## config.mk

```make
export PLATFORM = sky130hd
export DESIGN_NAME = complex_mult_flat
export DESIGN_NICKNAME = d
export VERILOG_FILES = /design/src/rtl/complex_pkg.sv /design/src/rtl/complex_mult_if.sv /design/src/rtl/smul8.sv /design/src/rtl/complex_mult.sv /design/src/flat_wrapper.sv
export SDC_FILE = /design/constraint.sdc
export NUM_CORES = 1
export LEC_CHECK = 0
export CAP_MARGIN = 20
export CORE_MARGIN = 10
export CORE_UTILIZATION = 68
export CTS_CLUSTER_DIAMETER = 80
export DETAILED_ROUTE_END_ITERATION = 8
export PLACE_DENSITY = 0.95
export SETUP_SLACK_MARGIN = 0.3
export SYNTH_ARGS = -nofsm -noshare
export SYNTH_HDL_FRONTEND = slang
export SYNTH_SLANG_ARGS = --single-unit
```

## constraint.sdc

```tcl
create_clock -name clk -period 8.1 [get_ports clk]
set_input_delay 1.62 -clock clk [delete_from_list [all_inputs] [get_ports clk]]
set_output_delay 1.62 -clock clk [all_outputs]
set_load 0.05 [all_outputs]
```

## src/rtl/complex_pkg.sv

```systemverilog
// Shared widths, operand struct and wrap helpers for the complex multiplier datapath.
// Pure definitions: no latency, no backpressure.
package complex_pkg;

  localparam int OP_W  = 8;
  localparam int RES_W = 16;

  typedef struct packed {
    logic signed [OP_W-1:0] re;
    logic signed [OP_W-1:0] im;
  } cplx_in_t;

  function automatic logic signed [RES_W:0] ext_res(input logic signed [RES_W-1:0] p);
    return {p[RES_W-1], p};
  endfunction

  // Two's-complement wrap back to result width; the only case that wraps is all operands = -128.
  function automatic logic signed [RES_W-1:0] wrap_res(input logic signed [RES_W:0] v);
    return RES_W'(v);
  endfunction

endpackage

```

## src/rtl/complex_mult_if.sv

```systemverilog
// Operand/result bundle for complex_mult; master drives operands, slave returns the product.
// No backpressure: data_valid[0] is a strobe, z_valid a one-cycle pulse.
interface complex_mult_if;
  import complex_pkg::*;

  logic signed [OP_W-1:0]  a_real;
  logic signed [OP_W-1:0]  a_imag;
  logic signed [OP_W-1:0]  b_real;
  logic signed [OP_W-1:0]  b_imag;
  logic [1:0]              data_valid;
  logic signed [RES_W-1:0] z_real;
  logic signed [RES_W-1:0] z_imag;
  logic                    z_valid;

  modport master (
    output a_real, a_imag, b_real, b_imag, data_valid,
    input  z_real, z_imag, z_valid
  );

  modport slave (
    input  a_real, a_imag, b_real, b_imag, data_valid,
    output z_real, z_imag, z_valid
  );

endinterface

```

## src/rtl/smul8.sv

```systemverilog
// Registered 8x8 signed multiplier, 1-cycle latency; product holds while i_en is low.
// No backpressure.
module smul8
  import complex_pkg::*;
(
  input  logic                    i_clk,
  input  logic                    i_rst,
  input  logic                    i_en,
  input  logic signed [OP_W-1:0]  i_a,
  input  logic signed [OP_W-1:0]  i_b,
  output logic signed [RES_W-1:0] o_p
);

  logic signed [RES_W-1:0] r_p;

  always_ff @(posedge i_clk) begin
    if (i_rst) begin
      r_p <= '0;
    end else if (i_en) begin
      r_p <= RES_W'(i_a) * RES_W'(i_b);
    end
  end

  assign o_p = r_p;

endmodule

```

## src/rtl/complex_mult.sv

```systemverilog
// Pipelined signed complex multiply z = a*b: partial products in stage 1, add/sub in stage 2, latency 2.
// No backpressure: one result per strobe, outputs hold between results.
module complex_mult
  import complex_pkg::*;
(
  input  logic           clk,
  input  logic           rst,
  complex_mult_if.slave  bus
);

  cplx_in_t w_a;
  cplx_in_t w_b;
  logic     w_vld;

  assign w_a   = {bus.a_real, bus.a_imag};
  assign w_b   = {bus.b_real, bus.b_imag};
  // Bit 1 of the strobe is reserved; only bit 0 qualifies a sample.
  assign w_vld = (bus.data_valid & 2'b01) != 2'b00;

  logic signed [RES_W-1:0] w_pp_rr;
  logic signed [RES_W-1:0] w_pp_ii;
  logic signed [RES_W-1:0] w_pp_ri;
  logic signed [RES_W-1:0] w_pp_ir;

  smul8 u_mul_rr (.i_clk(clk), .i_rst(rst), .i_en(w_vld), .i_a(w_a.re), .i_b(w_b.re), .o_p(w_pp_rr));
  smul8 u_mul_ii (.i_clk(clk), .i_rst(rst), .i_en(w_vld), .i_a(w_a.im), .i_b(w_b.im), .o_p(w_pp_ii));
  smul8 u_mul_ri (.i_clk(clk), .i_rst(rst), .i_en(w_vld), .i_a(w_a.re), .i_b(w_b.im), .o_p(w_pp_ri));
  smul8 u_mul_ir (.i_clk(clk), .i_rst(rst), .i_en(w_vld), .i_a(w_a.im), .i_b(w_b.re), .o_p(w_pp_ir));

  logic signed [RES_W:0] w_re_full;
  logic signed [RES_W:0] w_im_full;

  assign w_re_full = ext_res(w_pp_rr) - ext_res(w_pp_ii);
  assign w_im_full = ext_res(w_pp_ri) + ext_res(w_pp_ir);

  logic                    r_s1_vld;
  logic signed [RES_W-1:0] r_z_real;
  logic signed [RES_W-1:0] r_z_imag;
  logic                    r_z_valid;

  always_ff @(posedge clk) begin
    if (rst) begin
      r_s1_vld  <= 1'b0;
      r_z_real  <= '0;
      r_z_imag  <= '0;
      r_z_valid <= 1'b0;
    end else begin
      r_s1_vld  <= w_vld;
      r_z_valid <= r_s1_vld;
      if (r_s1_vld) begin
        r_z_real <= wrap_res(w_re_full);
        r_z_imag <= wrap_res(w_im_full);
      end
    end
  end

  assign bus.z_real  = r_z_real;
  assign bus.z_imag  = r_z_imag;
  assign bus.z_valid = r_z_valid;

endmodule

```

## src/flat_wrapper.sv

```systemverilog
// flat-port wrapper written by rule: the top's interface ports become plain ports
module complex_mult_flat import complex_pkg::*;
  (clk, rst, bus_a_real, bus_a_imag, bus_b_real, bus_b_imag, bus_data_valid, bus_z_real, bus_z_imag, bus_z_valid);
  complex_mult_if bus_i ();
  input  logic clk;
  input  logic rst;
  input wire logic [$bits(bus_i.a_real)-1:0] bus_a_real;
  input wire logic [$bits(bus_i.a_imag)-1:0] bus_a_imag;
  input wire logic [$bits(bus_i.b_real)-1:0] bus_b_real;
  input wire logic [$bits(bus_i.b_imag)-1:0] bus_b_imag;
  input wire logic [$bits(bus_i.data_valid)-1:0] bus_data_valid;
  output wire logic [$bits(bus_i.z_real)-1:0] bus_z_real;
  output wire logic [$bits(bus_i.z_imag)-1:0] bus_z_imag;
  output wire logic [$bits(bus_i.z_valid)-1:0] bus_z_valid;
  assign bus_i.a_real = bus_a_real;
  assign bus_i.a_imag = bus_a_imag;
  assign bus_i.b_real = bus_b_real;
  assign bus_i.b_imag = bus_b_imag;
  assign bus_i.data_valid = bus_data_valid;
  assign bus_z_real = bus_i.z_real;
  assign bus_z_imag = bus_i.z_imag;
  assign bus_z_valid = bus_i.z_valid;
  complex_mult u_core (.clk(clk), .rst(rst), .bus(bus_i));
endmodule
```

# --- Word level (Yosys, flattened, before mapping) ---
# Index checks and enable logic that the tools add are counted.
op_classes:
  addsub: 2
  n_mul: 4
op_table:
  columns: ["op", "n"]
  rows:
  - ["multiplier 8 x 8 -> 16 bit", 4]
  - ["adder 16 bit", 1]
  - ["subtractor 16 bit", 1]
word_totals:
  reg_bits: 98
  input_bits: 36
  output_inout_bits: 33
  elab_cells: 14

# --- Depth between registers and ports, before layout ---
logic_depth:
  word_depth: 1
  ltp_mapped: 20
  ltp_nobuf: 19

# --- By module ---
# From an unflattened synthesis, not the netlist that was laid out.
hier_totals:
  cells_unflattened: 1685
  hier_area_um2: 15147.0
modules_own_cells:
  columns: ["module", "n_inst", "cells_per_inst", "area_per_inst_um2", "seq_area_each_um2"]
  rows:
  - ["smul8 (u_core.u_mul_ir ...)", 2, 342, 3131.8, 320.3]
  - ["smul8 (u_core.u_mul_ii)", 1, 346, 3164.3, 320.3]
  - ["smul8 (u_core.u_mul_rr)", 1, 335, 3066.7, 320.3]
  - ["complex_mult", 1, 320, 2652.5, 680.7]

# --- Least setup slack after synthesis ---
# No wires, ideal clock.
synth_path:
  path_kind: "input-to-reg"
  startpoint: "input bus_a_real[5]"
  endpoint: "register u_core.u_mul_ri.r_p[15] (netlist: u_core.u_mul_ri.o_p[15])"
  setup_time_ps: 127
  arrival_ps: 5551
  t_required_ps: 7973
  path_slack_ps: 2422
  cell_stages: 18
  n_path_buf: 1
  path_cell_list: "clkbuf_1 > and2_1 > fa_1 > inv_1 > fa_1 > inv_1 > fa_1 > inv_1 > fa_1 > inv_1 > ha_1 > and3_1 > a32oi_1 > a311oi_1 > and3_1 > o41ai_2 > xnor2_1 > o21ai_1"
synth_between:
  elab_chain_len: 1
synth_lines:
  columns: ["element", "line_no", "text"]
  rows:
  - ["from (decl)", "flat_wrapper.sv:7", "input wire logic [$bits(bus_i.a_real)-1:0] bus_a_real;"]
  - ["multiplier 8 x 8 -> 16 bit", "smul8.sv:20", "r_p <= RES_W'(i_a) * RES_W'(i_b);"]
  - ["to (signal assigned)", "smul8.sv:20", null]
  - ["to (decl)", "smul8.sv:14", "logic signed [RES_W-1:0] r_p;"]
# No other way between the ends.
# A chain may end at the register's enable or synchronous reset.

# --- Worst setup path in the final report ---
layout_path:
  startpoint: "input bus_b_imag[2]"
  endpoint: "register u_core.u_mul_ii.r_p[14] (netlist: u_core.u_mul_ii.o_p[14])"
layout_between:
  elab_chain_len: 1
layout_lines:
  columns: ["element", "line_no", "text"]
  rows:
  - ["from (decl)", "flat_wrapper.sv:10", "input wire logic [$bits(bus_i.b_imag)-1:0] bus_b_imag;"]
  - ["multiplier 8 x 8 -> 16 bit", "smul8.sv:20", null]
  - ["to (signal assigned)", "smul8.sv:20", null]
  - ["to (decl)", "smul8.sv:14", null]
# No other way between the ends.

==> impl_results.md <==
- Number of port buffers: 67
- Synthesized area: 14800 sq um
- Area growth from synthesis to layout: 7.38%
- Reg2reg setup slack: 5440 ps
- Endpoint class of the critical path: flip-flop
- Grt total ovfl: 0
- Post-route DRC: 0
- Initial core utilization: 69.7%
- Most frequent CP cell: fa_1
- Worst R2R Path Depth: 9
- Crit-path cells: clkdlybuf4s50_1 > nand2_1 > fa_1 > inv_1 > fa_1 > fa_1 > inv_1 > fa_1 > inv_1 > ha_1 > a21o_1 > a31o_2 > a41o_1 > o41ai_2 > xnor2_1 > mux2i_1 > nor2_1
- Count leader, synth: inv_1
- Routed len/inst: 18.9 um
- Cell Pwr Density: 306 nW/um^2
- Achievable frequency: 148 MHz
- Antenna violation net count after detailed routing: 0
- Vias in the first global route: 12800
- Final Setup Violations: 0
- Detail Placement HPWL: 27600 um
- Hold Path Origin: u_core.bus.z_imag[12]
- Io pins: 69
- Crit path arrival time: 7010 ps
- Area of the multi-input gates: 11300 sq um
- CTS tree: built
- Design Power: 4.86 mW
- CP top delay family: adder cells
- Fin crit share: 83.3%
- Hold path depth: 2
- Final net count: 2097
- Clk Latency, worst-skew pair: 350 ps
- Initial antenna violation count: 0
- Clk sinks: 98
- Clock Skew: 8.96 ps
- Std-Cell Rows: 53
- Register area: 1960 sq um
- CP Class: in -> reg
- Clk buf depth: 2
- Final Max Slew Viols: 0
- First-pass detailed-route iteration total: 6
- VDD IR max: 0.166 mV
- #FFs+latches synth: 98
- Setup TNS: 0 ps
- Die W: 168 um
- Gate Count Post-Synth: 1670
- CP max stage cell: clkdlybuf4s50_1
- CP Data Required Time: 8370 ps
- Synth area leader: fa_1
- Hold EP: u_core.bus.z_imag[12]
- Number of synthesized flops with an enable pin: 0
- Buffer and inverter count on the worst path: 4
- Top cells by area, synth: fa_1 30%, dfxtp_1 13%, ha_1 12%
- Ys async rst share: 0%
- Slew margin rel.: 27.9%
- CTS H-Tree Depth: 3
- Syn Nets: 2074
- FF-to-FF End: u_core.bus.z_real[14]
- CTS root buf: clkbuf_16
- Post-CTS Setup Bufs: 0
- Status: finished clean
- Unrepaired setup endpoints after global routing: false
- Synth top area share: 30.0%
- Max_cap viols: 0
- Iteration-0 DRC Markers: 1135
- Filler cells: 1382
- Core area: 21200 sq um
- GRT Util Overall: 26.7%
- WL final: 37300 um
- N_diodes: 0
- Worst hold path class: reg -> reg
- Num CTS Buffers: 9
- Dpl ws: 1160 ps
- Post-synth top cells: 338 x inv_1, 222 x fa_1, 162 x and2_1
- Share of cells above drive strength 1: 2.41%
- Die footprint: 28100 sq um
- Min Tclk post-route: 6750 ps
- Max FO, Critical Path: 16
- Largest net degree at the start of global routing: 75
- Critical path launch point type: input port
- First-pass GRT wire length: 62800 um
- Hold Fails Final Rpt: 0
- Worst r2r src: u_core.u_mul_rr.o_p[0]
- DR vias: 11900
- Vias/cell: 6.02
- Worst-Margin Slew: 1080 ps
- Post-CTS Resized: 0
- Die Y: 168 um
- Max incr delay on CP: 970 ps
- Seq/Total Area, Yosys: 13.3%
- Final worst slack: 1350 ps
- Layout Utilization: 74.9%
- Count of cell types in the netlist: 57
- Worst-path clk slew: 70 ps
- # hold bufs at CTS: 0
- Most used DFF post-synth: dfxtp_1
- Synth warn: 0
- Leak: 7.70 nW
- Mean Syn Cell Area: 8.86 sq um
- Final GP Congestion: 0.946
- Hold Slack: 477 ps
[how the worst max path moves through the flow]
stage,startpoint,to,slack (ps),cells past startpoint
2_1_floorplan,bus_a_real[5],u_core.u_mul_ri.o_p[15],2420,18
3_3_place_gp,bus_b_imag[0],u_core.u_mul_ri.o_p[15],1340,18
3_5_place_dp,bus_b_imag[0],u_core.u_mul_ii.o_p[14],1160,18
4_1_cts,bus_b_imag[0],u_core.u_mul_ii.o_p[14],1470,18
5_1_grt,bus_b_imag[0],u_core.u_mul_ii.o_p[14],1130,18
6_report,bus_b_imag[2],u_core.u_mul_ii.o_p[14],1350,17
[tightest hold or removal path: stages (launching register included)]
cell and delay, ps:
dfxtp_1 340, nand2_1 50, o21ai_0 60
[routing by layer]
metal	track usage [%]	wire [um]	vias up
li1	-	-	5239
met1	32.8	14300	5800
met2	44.6	17700	674
met3	4.68	3430	160
met4	12.5	1880	0
met5	0	0	-
[cells in the final DEF (no fill, tap or decap), drive strengths merged, types with 19 or more instances in the layout]
master	Yosys	layout
a21o	19	19
a21oi	50	50
and2	162	162
clkdlybuf4s50	0	65
dfxtp	98	98
fa	222	222
ha	146	146
inv	338	339
mux2i	57	57
nand2	103	103
nand2b	34	34
nor2	96	96
nor2b	38	38
o21ai	37	37
xnor2	68	68
[cell type report]
class                      instances  share of cell area (%)
clock inverter                     5                   0.236
tap                              275                    2.17
timing repair buffer              70                    4.31
multi-input combinational       1176                    71.4
clock buffer                      11                    1.53
inverter                         338                    7.98
sequential                        98                    12.4
[power by group]
group / internal [mW] / leakage, nW / switching [mW]
sequential: 0.603 / 0.806 / 0.0889
clock: 0.218 / 0.132 / 0.193
combinational: 1.56 / 6.77 / 2.20
total: 2.38 / 7.70 / 2.49
[registers in the layout, summed over array words and instances, names as in the netlist]
signal               flops
u_core.bus.z_valid       1
u_core.u_mul_ii.o_p     16
u_core.bus.z_imag       16
u_core.u_mul_ri.o_p     16
u_core.r_s1_vld          1
u_core.u_mul_ir.o_p     16
u_core.bus.z_real       16
u_core.u_mul_rr.o_p     16
[cells by family (layout without fill, tap and decap cells)]
kind of cell               count (synthesis)  count (layout)  share of synthesized area, %
AOI/OAI and AO/OA                        184             184                          8.27
xor gates and xnor gates                  85              85                          5.03
adders and majority gates                368             368                          42.4
buffers and inverters                    396             424                          10.1
DFF                                       98              98                          13.3
muxes                                     63              63                          4.31
and+or+nand+nor                          476             476                          16.7
[metrics by stage]
step                cells  instance area, sq um
global placement     1957                 15600
floorplan            1670                 14800
finish               1973                 15900
detailed placement   1957                 15600
global route         1973                 15900
CTS                  1973                 15900
No activity file was read; power rests on OpenSTA's default activity.
